--- config.mk ---
export PLATFORM = sky130hd
export DESIGN_NAME = wb_addr_decoder_flat
export DESIGN_NICKNAME = d
export VERILOG_FILES = /design/src/rtl/wb_addr_decoder_if.sv /design/src/rtl/wb_addr_decoder.sv /design/src/flat_wrapper.sv
export SDC_FILE = /design/constraint.sdc
export NUM_CORES = 1
export LEC_CHECK = 0
export CORE_AREA = 5 5 158 160
export CTS_BUF_LIST = sky130_fd_sc_hd__clkbuf_8
export CTS_CLUSTER_DIAMETER = 80
export DETAILED_ROUTE_END_ITERATION = 8
export DIE_AREA = 0 0 163 165
export DONT_BUFFER_PORTS = 1
export GPL_TIMING_DRIVEN = 0
export PLACE_DENSITY_LB_ADDON = 0.1
export SETUP_SLACK_MARGIN = 0.3
export SLEW_MARGIN = 20
export SYNTH_ARGS = -nofsm -noshare
export SYNTH_HDL_FRONTEND = slang
export SYNTH_SLANG_ARGS = --single-unit
--- constraint.sdc ---
create_clock -name wb_clk_i -period 3.8 [get_ports wb_clk_i]
set_clock_uncertainty 0.2 [all_clocks]
set_input_delay 0.76 -clock wb_clk_i [delete_from_list [all_inputs] [get_ports wb_clk_i]]
set_output_delay 0.76 -clock wb_clk_i [all_outputs]
set_load 0.005 [all_outputs]
--- src/rtl/wb_addr_decoder_if.sv ---
// Wishbone bundle around wb_addr_decoder. Signal suffixes are as seen from the decoder.
// The decoder is the bus slave of the upstream master, so it takes the "slave" modport.
interface wb_addr_decoder_if #(
   parameter int NUM_SLAVES = 6,
   parameter int ADDR_WIDTH = 32,
   parameter int DATA_WIDTH = 32
);
   logic [ADDR_WIDTH-1:0]            m_wb_adr_i;
   logic [DATA_WIDTH-1:0]            m_wb_dat_i;
   logic [DATA_WIDTH-1:0]            m_wb_dat_o;
   logic                             m_wb_we_i;
   logic [DATA_WIDTH/8-1:0]          m_wb_sel_i;
   logic                             m_wb_stb_i;
   logic                             m_wb_cyc_i;
   logic                             m_wb_ack_o;
   logic                             m_wb_err_o;
   logic [ADDR_WIDTH-1:0]            s_wb_adr_o;
   logic [DATA_WIDTH-1:0]            s_wb_dat_o;
   logic                             s_wb_we_o;
   logic [DATA_WIDTH/8-1:0]          s_wb_sel_o;
   logic [NUM_SLAVES-1:0]            s_wb_stb_o;
   logic [NUM_SLAVES-1:0]            s_wb_ack_i;
   logic [NUM_SLAVES*DATA_WIDTH-1:0] s_wb_dat_i;

   modport slave (
      input  m_wb_adr_i, m_wb_dat_i, m_wb_we_i, m_wb_sel_i, m_wb_stb_i, m_wb_cyc_i,
      input  s_wb_ack_i, s_wb_dat_i,
      output m_wb_dat_o, m_wb_ack_o, m_wb_err_o,
      output s_wb_adr_o, s_wb_dat_o, s_wb_we_o, s_wb_sel_o, s_wb_stb_o
   );

   modport master (
      output m_wb_adr_i, m_wb_dat_i, m_wb_we_i, m_wb_sel_i, m_wb_stb_i, m_wb_cyc_i,
      output s_wb_ack_i, s_wb_dat_i,
      input  m_wb_dat_o, m_wb_ack_o, m_wb_err_o,
      input  s_wb_adr_o, s_wb_dat_o, s_wb_we_o, s_wb_sel_o, s_wb_stb_o
   );
endinterface

--- src/rtl/wb_addr_decoder.sv ---
// 1-master / N-slave Wishbone decoder with a registered decode stage, unmapped and timeout bus errors.
// Define WB_DECODER_ERR_CAPTURE_EN to build the sticky error-capture registers (err_vld/adr/cause).
module wb_addr_decoder #(
   parameter int                                NUM_SLAVES     = 6,
   parameter int                                ADDR_WIDTH     = 32,
   parameter int                                DATA_WIDTH     = 32,
   parameter logic [NUM_SLAVES*ADDR_WIDTH-1:0]  SLAVE_BASE     = '0,
   parameter logic [NUM_SLAVES*ADDR_WIDTH-1:0]  SLAVE_MASK     = '0,
   parameter int                                TIMEOUT_CYCLES = 255
) (
   input  logic                  wb_clk_i,
   input  logic                  wb_rst_ni,
   wb_addr_decoder_if.slave      bus,
   input  logic                  err_clr_i,
   output logic                  err_vld_o,
   output logic [ADDR_WIDTH-1:0] err_adr_o,
   output logic                  err_cause_o
);
   localparam int SEL_W = (NUM_SLAVES > 1) ? $clog2(NUM_SLAVES) : 1;
   localparam int TMO_W = (TIMEOUT_CYCLES > 0) ? $clog2(TIMEOUT_CYCLES + 1) : 1;

   typedef enum logic [1:0] {ST_IDLE, ST_ACTIVE, ST_ERR} state_e;

   state_e                 state_q, state_d;
   logic [SEL_W-1:0]       sel_q, sel_d, hit_idx;
   logic [TMO_W-1:0]       tmo_q, tmo_d;
   logic                   hit_any, req, sel_ack, tmo_expire;
   logic [DATA_WIDTH-1:0]  sel_dat, dat_out;
   logic [NUM_SLAVES-1:0]  stb_out;
   logic                   ack_out, err_out;

   assign req        = bus.m_wb_cyc_i & bus.m_wb_stb_i;
   assign tmo_expire = (TIMEOUT_CYCLES != 0) && (int'(tmo_q) + 1 >= TIMEOUT_CYCLES);

   // Scanning downwards lets the lowest matching slave overwrite any higher one on overlap.
   always_comb begin
      hit_any = 1'b0;
      hit_idx = '0;
      for (int k = NUM_SLAVES - 1; k >= 0; k--) begin
         if ((bus.m_wb_adr_i & SLAVE_MASK[k*ADDR_WIDTH +: ADDR_WIDTH]) ==
             SLAVE_BASE[k*ADDR_WIDTH +: ADDR_WIDTH]) begin
            hit_any = 1'b1;
            hit_idx = SEL_W'(k);
         end
      end
   end

   always_comb begin
      sel_ack = 1'b0;
      sel_dat = '0;
      for (int k = 0; k < NUM_SLAVES; k++) begin
         if (sel_q == SEL_W'(k)) begin
            sel_ack = bus.s_wb_ack_i[k];
            sel_dat = bus.s_wb_dat_i[k*DATA_WIDTH +: DATA_WIDTH];
         end
      end
   end

   // NOTE: every signal written here gets a default first, so no path can infer a latch.
   always_comb begin
      state_d = state_q;
      sel_d   = sel_q;
      tmo_d   = tmo_q;
      stb_out = '0;
      ack_out = 1'b0;
      err_out = 1'b0;
      dat_out = '0;
      unique case (state_q)
         ST_IDLE: begin
            if (req) begin
               if (hit_any) begin
                  sel_d   = hit_idx;
                  tmo_d   = '0;
                  state_d = ST_ACTIVE;
               end else begin
                  state_d = ST_ERR;
               end
            end
         end
         ST_ACTIVE: begin
            for (int k = 0; k < NUM_SLAVES; k++) begin
               stb_out[k] = req && (sel_q == SEL_W'(k));
            end
            ack_out = bus.m_wb_cyc_i & sel_ack;
            dat_out = sel_dat;
            if (!bus.m_wb_cyc_i || sel_ack) begin
               state_d = ST_IDLE;
            end else begin
               if (int'(tmo_q) < TIMEOUT_CYCLES) tmo_d = tmo_q + 1'b1;
               if (tmo_expire) state_d = ST_ERR;
            end
         end
         ST_ERR: begin
            err_out = 1'b1;
            state_d = ST_IDLE;
         end
         default: state_d = ST_IDLE;
      endcase
   end

   // NOTE: sequential state uses non-blocking assignments so all flops update from pre-edge values.
   always_ff @(posedge wb_clk_i or negedge wb_rst_ni) begin
      if (!wb_rst_ni) begin
         state_q <= ST_IDLE;
         sel_q   <= '0;
         tmo_q   <= '0;
      end else begin
         state_q <= state_d;
         sel_q   <= sel_d;
         tmo_q   <= tmo_d;
      end
   end

   assign bus.m_wb_dat_o = dat_out;
   assign bus.m_wb_ack_o = ack_out;
   assign bus.m_wb_err_o = err_out;
   assign bus.s_wb_stb_o = stb_out;
   assign bus.s_wb_adr_o = bus.m_wb_adr_i;
   assign bus.s_wb_dat_o = bus.m_wb_dat_i;
   assign bus.s_wb_we_o  = bus.m_wb_we_i;
   assign bus.s_wb_sel_o = bus.m_wb_sel_i;

`ifdef WB_DECODER_ERR_CAPTURE_EN
   // Sticky first-error capture; a clear on the same edge as a new error drops that error.
   always_ff @(posedge wb_clk_i or negedge wb_rst_ni) begin
      if (!wb_rst_ni) begin
         err_vld_o   <= 1'b0;
         err_adr_o   <= '0;
         err_cause_o <= 1'b0;
      end else if (err_clr_i) begin
         err_vld_o   <= 1'b0;
      end else if (state_d == ST_ERR && !err_vld_o) begin
         err_vld_o   <= 1'b1;
         err_adr_o   <= bus.m_wb_adr_i;
         err_cause_o <= (state_q == ST_ACTIVE);
      end
   end
`else
   logic unused_err_clr;
   assign unused_err_clr = err_clr_i;
   assign err_vld_o      = 1'b0;
   assign err_adr_o      = '0;
   assign err_cause_o    = 1'b0;
`endif
endmodule

--- src/flat_wrapper.sv ---
// flat-port wrapper written by rule: the top's interface ports become plain ports
module wb_addr_decoder_flat 
#(
   parameter int                                NUM_SLAVES     = 6,
   parameter int                                ADDR_WIDTH     = 32,
   parameter int                                DATA_WIDTH     = 32,
   parameter logic [NUM_SLAVES*ADDR_WIDTH-1:0]  SLAVE_BASE     = '0,
   parameter logic [NUM_SLAVES*ADDR_WIDTH-1:0]  SLAVE_MASK     = '0,
   parameter int                                TIMEOUT_CYCLES = 255
)
  (wb_clk_i, wb_rst_ni, err_clr_i, err_vld_o, err_adr_o, err_cause_o, bus_m_wb_adr_i, bus_m_wb_dat_i, bus_m_wb_we_i, bus_m_wb_sel_i, bus_m_wb_stb_i, bus_m_wb_cyc_i, bus_s_wb_ack_i, bus_s_wb_dat_i, bus_m_wb_dat_o, bus_m_wb_ack_o, bus_m_wb_err_o, bus_s_wb_adr_o, bus_s_wb_dat_o, bus_s_wb_we_o, bus_s_wb_sel_o, bus_s_wb_stb_o);
  wb_addr_decoder_if #(.NUM_SLAVES(NUM_SLAVES), .ADDR_WIDTH(ADDR_WIDTH), .DATA_WIDTH(DATA_WIDTH)) bus_i ();
  input  logic wb_clk_i;
  input  logic wb_rst_ni;
  input  logic err_clr_i;
  output logic err_vld_o;
  output logic [ADDR_WIDTH-1:0] err_adr_o;
  output logic err_cause_o;
  input wire logic [$bits(bus_i.m_wb_adr_i)-1:0] bus_m_wb_adr_i;
  input wire logic [$bits(bus_i.m_wb_dat_i)-1:0] bus_m_wb_dat_i;
  input wire logic [$bits(bus_i.m_wb_we_i)-1:0] bus_m_wb_we_i;
  input wire logic [$bits(bus_i.m_wb_sel_i)-1:0] bus_m_wb_sel_i;
  input wire logic [$bits(bus_i.m_wb_stb_i)-1:0] bus_m_wb_stb_i;
  input wire logic [$bits(bus_i.m_wb_cyc_i)-1:0] bus_m_wb_cyc_i;
  input wire logic [$bits(bus_i.s_wb_ack_i)-1:0] bus_s_wb_ack_i;
  input wire logic [$bits(bus_i.s_wb_dat_i)-1:0] bus_s_wb_dat_i;
  output wire logic [$bits(bus_i.m_wb_dat_o)-1:0] bus_m_wb_dat_o;
  output wire logic [$bits(bus_i.m_wb_ack_o)-1:0] bus_m_wb_ack_o;
  output wire logic [$bits(bus_i.m_wb_err_o)-1:0] bus_m_wb_err_o;
  output wire logic [$bits(bus_i.s_wb_adr_o)-1:0] bus_s_wb_adr_o;
  output wire logic [$bits(bus_i.s_wb_dat_o)-1:0] bus_s_wb_dat_o;
  output wire logic [$bits(bus_i.s_wb_we_o)-1:0] bus_s_wb_we_o;
  output wire logic [$bits(bus_i.s_wb_sel_o)-1:0] bus_s_wb_sel_o;
  output wire logic [$bits(bus_i.s_wb_stb_o)-1:0] bus_s_wb_stb_o;
  assign bus_i.m_wb_adr_i = bus_m_wb_adr_i;
  assign bus_i.m_wb_dat_i = bus_m_wb_dat_i;
  assign bus_i.m_wb_we_i = bus_m_wb_we_i;
  assign bus_i.m_wb_sel_i = bus_m_wb_sel_i;
  assign bus_i.m_wb_stb_i = bus_m_wb_stb_i;
  assign bus_i.m_wb_cyc_i = bus_m_wb_cyc_i;
  assign bus_i.s_wb_ack_i = bus_s_wb_ack_i;
  assign bus_i.s_wb_dat_i = bus_s_wb_dat_i;
  assign bus_m_wb_dat_o = bus_i.m_wb_dat_o;
  assign bus_m_wb_ack_o = bus_i.m_wb_ack_o;
  assign bus_m_wb_err_o = bus_i.m_wb_err_o;
  assign bus_s_wb_adr_o = bus_i.s_wb_adr_o;
  assign bus_s_wb_dat_o = bus_i.s_wb_dat_o;
  assign bus_s_wb_we_o = bus_i.s_wb_we_o;
  assign bus_s_wb_sel_o = bus_i.s_wb_sel_o;
  assign bus_s_wb_stb_o = bus_i.s_wb_stb_o;
  wb_addr_decoder #(.NUM_SLAVES(NUM_SLAVES), .ADDR_WIDTH(ADDR_WIDTH), .DATA_WIDTH(DATA_WIDTH), .SLAVE_BASE(SLAVE_BASE), .SLAVE_MASK(SLAVE_MASK), .TIMEOUT_CYCLES(TIMEOUT_CYCLES)) u_core (.wb_clk_i(wb_clk_i), .wb_rst_ni(wb_rst_ni), .bus(bus_i), .err_clr_i(err_clr_i), .err_vld_o(err_vld_o), .err_adr_o(err_adr_o), .err_cause_o(err_cause_o));
endmodule
; ---- Word-level counts from Yosys, hierarchy flattened
; Cells that the tools add are included.
[totals]
reg_bits = 10
input_bits = 272
[op_classes]
add_sub_neg = 2
order_cmp = 2
eq_ne = 6
muxes = 12
bitwise_logic = 2
n_reduce_logical = 6
[op_table]
columns = cell, count
row1 = 32-bit by 9-bit >= comparator with 1-bit output (second input constant), 1
row2 = 32-bit 2-to-1 mux, 1
row3 = 8-bit 2-to-1 mux, 3
row4 = 8-bit one-hot mux with 2 select lines, 1
row5 = 8-bit by 1-bit adder with 9-bit output (second input constant), 1
row6 = 8-bit by 1-bit adder with 8-bit output (second input constant), 1
row7 = 8-bit < comparator (second input constant), 1
row8 = 2-bit 2-to-1 mux, 3
row9 = 2-bit by 1-bit inequality test with 1-bit output (second input constant), 2
row10 = 2-bit one-hot mux with 2 select lines, 1
row11 = 4-bit AND reduction, 1
row12 = 1-bit 2-to-1 mux, 3
row13 = 3-bit by 1-bit inequality test with 1-bit output (second input constant), 1
row14 = 1-bit bitwise AND, 2
row15 = 2-bit by 1-bit equality test with 1-bit output (second input constant), 1
row16 = 2-bit equality test (second input constant), 1
row17 = 2-bit zero test, 1
row18 = 2-bit inequality test (second input constant), 1
row19 = 2-bit AND reduction, 1
row20 = 2-bit nonzero test, 1
row21 = 1-bit zero test, 1
row22 = 1-bit logical OR, 1

; ---- Longest topological paths before layout
[logic_depth]
word_depth = 5
ltp_mapped = 6
ltp_nobuf = 5

; ---- Least setup slack after synthesis
; No wires, ideal clock.
[synth_path]
path_kind = register to output
startpoint = reg u_core.state_q[1]
endpoint = out bus_m_wb_dat_o[0]
arrival_ns = 0.995
required_ns = 2.840
slack_ns = 1.845
stages_incl_launch_ff = 5
cell_sequence = dfrtp_1 > nor2b_4 > buf_6 > clkbuf_1 > and2_1
[synth_via]
elab_chain_len = 2
[synth_lines]
columns = item, line
row1 = "start, declared", wb_addr_decoder.sv:24  ; state_e state_q, state_d;
row2 = "start signal, assigned", wb_addr_decoder.sv:108  ; state_q <= state_d;
row3 = 2-bit by 1-bit equality test with 1-bit output, wb_addr_decoder.sv:68  ; unique case (state_q)
row4 = 32-bit 2-to-1 mux, wb_addr_decoder.sv:68
row5 = "end, declared", flat_wrapper.sv:27  ; output wire logic [$bits(bus_i.m_wb_dat_o)-1:0] bus_m_wb_dat_o;
; Every way passes these cells.

; ---- Worst setup path in the final report
[layout_path]
startpoint = reg u_core.state_q[1]
endpoint = out bus_m_wb_dat_o[4]
; Same word-level chain as after synthesis.

==> flow_summary.yaml <==
status:
  status: "completed"
synthesis:
  ys_seq_area_frac: 0.1479
  ys_ff_latch: 10
  synthArstFlopShare: 1.000
  netlist_area_sq_um: 1692
  synth_edf_count: 0
  postSynthCellCount: 210
  synth.largest_area_cell: "buf_4"
  synth_cell_type_count: 30
  synth_top_area_share: 0.4882
  synth_flop_cell: "dfrtp_1"
  synth_area_leaders: "buf_4 (49%), dfrtp_1 (15%), and2_1 (11%)"
  synth_warnings: 0
  syn_avg_cell_area_sq_um: 8.055
die:
  start_util: 0.07272
  fp-row-count: 56
  die_h_um: 165
  core_area_sq_um: 23260
  io_pins: 415
  chipWidth_um: 163
  die-area_sq_um: 26900
worst_setup_path:
  worstPathMaxFanout: 10
  max_stage_delay_ns: 0.42
  worstPathArrival_ns: 1.45
  regToRegStartpoint: "u_core.tmo_q[0]"
  path_cells: "nor2b_4, buf_6, clkbuf_1, and2_1"
  r2r_setup_slack_ns: 1.79
  path_class: "flop to output port"
  worstPathRequired_ns: 2.84
  slowest_stage: "dfrtp_1"
  worst_r2r_endpoint: "u_core.tmo_q[3]"
  cp_top_family: "flip-flops"
  ff2ff_path_depth: 6
  cp_num_buf_inv: 2
  end_kind: "output port"
  startpoint_type: "flop"
power_and_ir_drop:
  power_frac_comb: 0.418
  vdd_ir_drop_max_v: 0.00008016
  p_seq_frac: 0.295
  internal_power_uw: 274.7
  p_per_area_nw_per_um2: 171.6
  power_leakage_nw: 1.126
  p_switching_uw: 119.0
  power_frac_clock: 0.288
  netSwitchingFraction: 0.3023
grt:
  grt_pass1_wl_mm: 7.721
  grt_usage: 0.03985
  grt_max_degree: 11
  overflow: 0
  antenna_found_initial: 5
  first_global_vias: 1292
cts:
  clk_pin_slew_ns: 0.05
  clk_path_buf_depth: 2
  cts_tree: "done"
  htree_levels: 1
  cts-root-buf: "clkbuf_8"
  clkSinkCount: 10
  cts.repair.resized: 0
  numCtsBuffers: 3
  cts_setup_buffers: 0
  clock_latency_ns: 0.24
detailed_routing:
  drc: 0
  vias: 1343
  viasPerCell: 2.336
  first_pass_iters: 2
  wl_mm: 6.400
  postRouteAntennaNets: 0
  drtIter0Drc: 12
  wl_per_cell_um: 11.13
final_layout:
  drive_gt1_frac: 0.4960
  areaGrowthSynthToFinish_pct: 35.65
  final_nets: 528
  final_util: 0.09864
  num-fill-cells: 2737
  stdcell_count: 575
timing:
  max_freq_ghz: 0.4158
  fin_crit_ns: 2.405
  finalCritPeriodShare: 0.6330
  setup_viol: 0
  timing.hold.ws_ns: 0.01738
  slew_violations: 0
  rsz0062_at_grt: "false"
  tns_ns: 0
  hold_violations: 0
run:
  max-cap-violations: 0
worst_hold_path:
  hp-class: "input pin to asynchronous set/reset pin"
placement:
  numPortBuffers: 0
  gp_congestion: 0.7454
  dpl.cell_count: 567
-- registers in the layout, summed over array words and instances (netlist names) --
| signal | flops |
|---|---|
| u_core.tmo_q | 8 |
| u_core.state_q | 2 |
-- worst max path at each step --
stage                                  from                 to  slack (ns)  cells after the start
final                     u_core.state_q[1]  bus_m_wb_dat_o[4]        1.39                      4
after global routing      u_core.state_q[1]  bus_m_wb_dat_o[0]        1.24                      4
after CTS                 u_core.state_q[1]  bus_m_wb_dat_o[4]        1.34                      4
after detailed placement  u_core.state_q[1]  bus_m_wb_dat_o[4]        1.61                      4
after global placement    u_core.state_q[1]  bus_m_wb_dat_o[0]        1.63                      4
after floorplan           u_core.state_q[1]  bus_m_wb_dat_o[0]        1.85                      4
-- power by group through the flow --
stage | registers (mW) | logic (mW) | clock network (mW)
finish | 0.116 | 0.165 | 0.113
global route | 0.117 | 0.184 | 0.125
CTS | 0.116 | 0.164 | 0.122
detailed placement | 0.118 | 0.163 | 0
global placement | 0.118 | 0.166 | 0
floorplan | 0.116 | 0.141 | 0
-- metal layers --
metal	routed length (um)	up-vias	global-route usage	share of wire
li1	-	617	-	-
met1	1858	540	0.03600	0.29
met2	3183	176	0.06943	0.50
met3	1096	10	0.02720	0.17
met4	261	0	0.01716	0.041
met5	0	-	0	0
-- metrics by stage --
stage	worst slack (ns)	instance area, sq um	power [mW]
after global placement	1.626	2233	0.2837
after detailed placement	1.614	2233	0.2812
final	1.395	2295	0.3937
after CTS	1.344	2275	0.4016
after global routing	1.241	2295	0.4260
after floorplan	1.845	1834	0.2575
-- synth_stat cells (all sizes together) (2+ instances only) --
cell type and count:
o2111a 2, nand3 7, a21o 2, nor3 4, dfrtp 10, nand4 3, a21oi 2, nand2b 2
buf 112, ha 2, and3 6, a211o 3, o21ai 4, nor2 2, inv 4, and2 33
clkbuf 3
-- cell usage in the layout (no fill, tap or decap) --
| cell type | instances |
|---|---|
| a211o_1 | 3 |
| a21bo_2 | 1 |
| a21o_1 | 2 |
| a21oi_1 | 2 |
| and2_1 | 30 |
| and2_2 | 3 |
| and3_1 | 4 |
| and3_2 | 2 |
| buf_4 | 110 |
| buf_6 | 2 |
| clkbuf_1 | 3 |
| clkbuf_8 | 3 |
| conb_1 | 39 |
| dfrtp_1 | 10 |
| diode_2 | 4 |
| dlygate4sd3_1 | 1 |
| ha_1 | 2 |
| inv_1 | 4 |
| nand2_1 | 1 |
| nand2b_1 | 2 |
| nand3_1 | 7 |
| nand4_1 | 2 |
| nand4_2 | 1 |
| nor2_1 | 2 |
| nor2b_4 | 1 |
| nor3_1 | 4 |
| o2111a_1 | 2 |
| o2111ai_4 | 1 |
| o21ai_0 | 4 |
| o41ai_2 | 1 |
| or3_1 | 1 |
| xnor2_1 | 1 |
| xor2_1 | 1 |
-- worst register-to-register path, cell delays in order (launching register included) --
cell,delay [ns]
dfrtp_1,0.42
ha_1,0.29
nand3_1,0.19
o2111ai_4,0.16
and2_1,0.20
buf_6,0.13
a211o_1,0.29
-- logic make-up after synthesis --
kind of cell,count (synthesis),synth area share
flip-flops,10,0.1479
adder cells (fa/ha/maj),2,0.01479
XOR/XNOR,2,0.01036
AND/OR/NAND/NOR,60,0.2211
other,1,0.002217
AO/OA/AOI/OAI,16,0.08654
buffers and inverters,119,0.5170
-- layout make-up --
cell class | instances | area, sq um | area share
plain buffers | 115 | 859.6 | 0.3746
multi-input cells | 119 | 709.4 | 0.3092
well taps | 319 | 399.1 | 0.1739
flip-flops and latches | 10 | 250.2 | 0.1091
clock buffers | 3 | 41.29 | 0.01799
inverters | 4 | 15.01 | 0.006543
repair buffers | 1 | 10.01 | 0.004362
diodes | 4 | 10.01 | 0.004362
-- what timing repair did --
| item | CTS | global route |
|---|---|---|
| hold buffers | 0 | 1 |
| endpoints found under the setup margin | 0 | 0 |
| endpoints found under the hold margin | 0 | 5 |
Power figures use the tool's default switching activity.
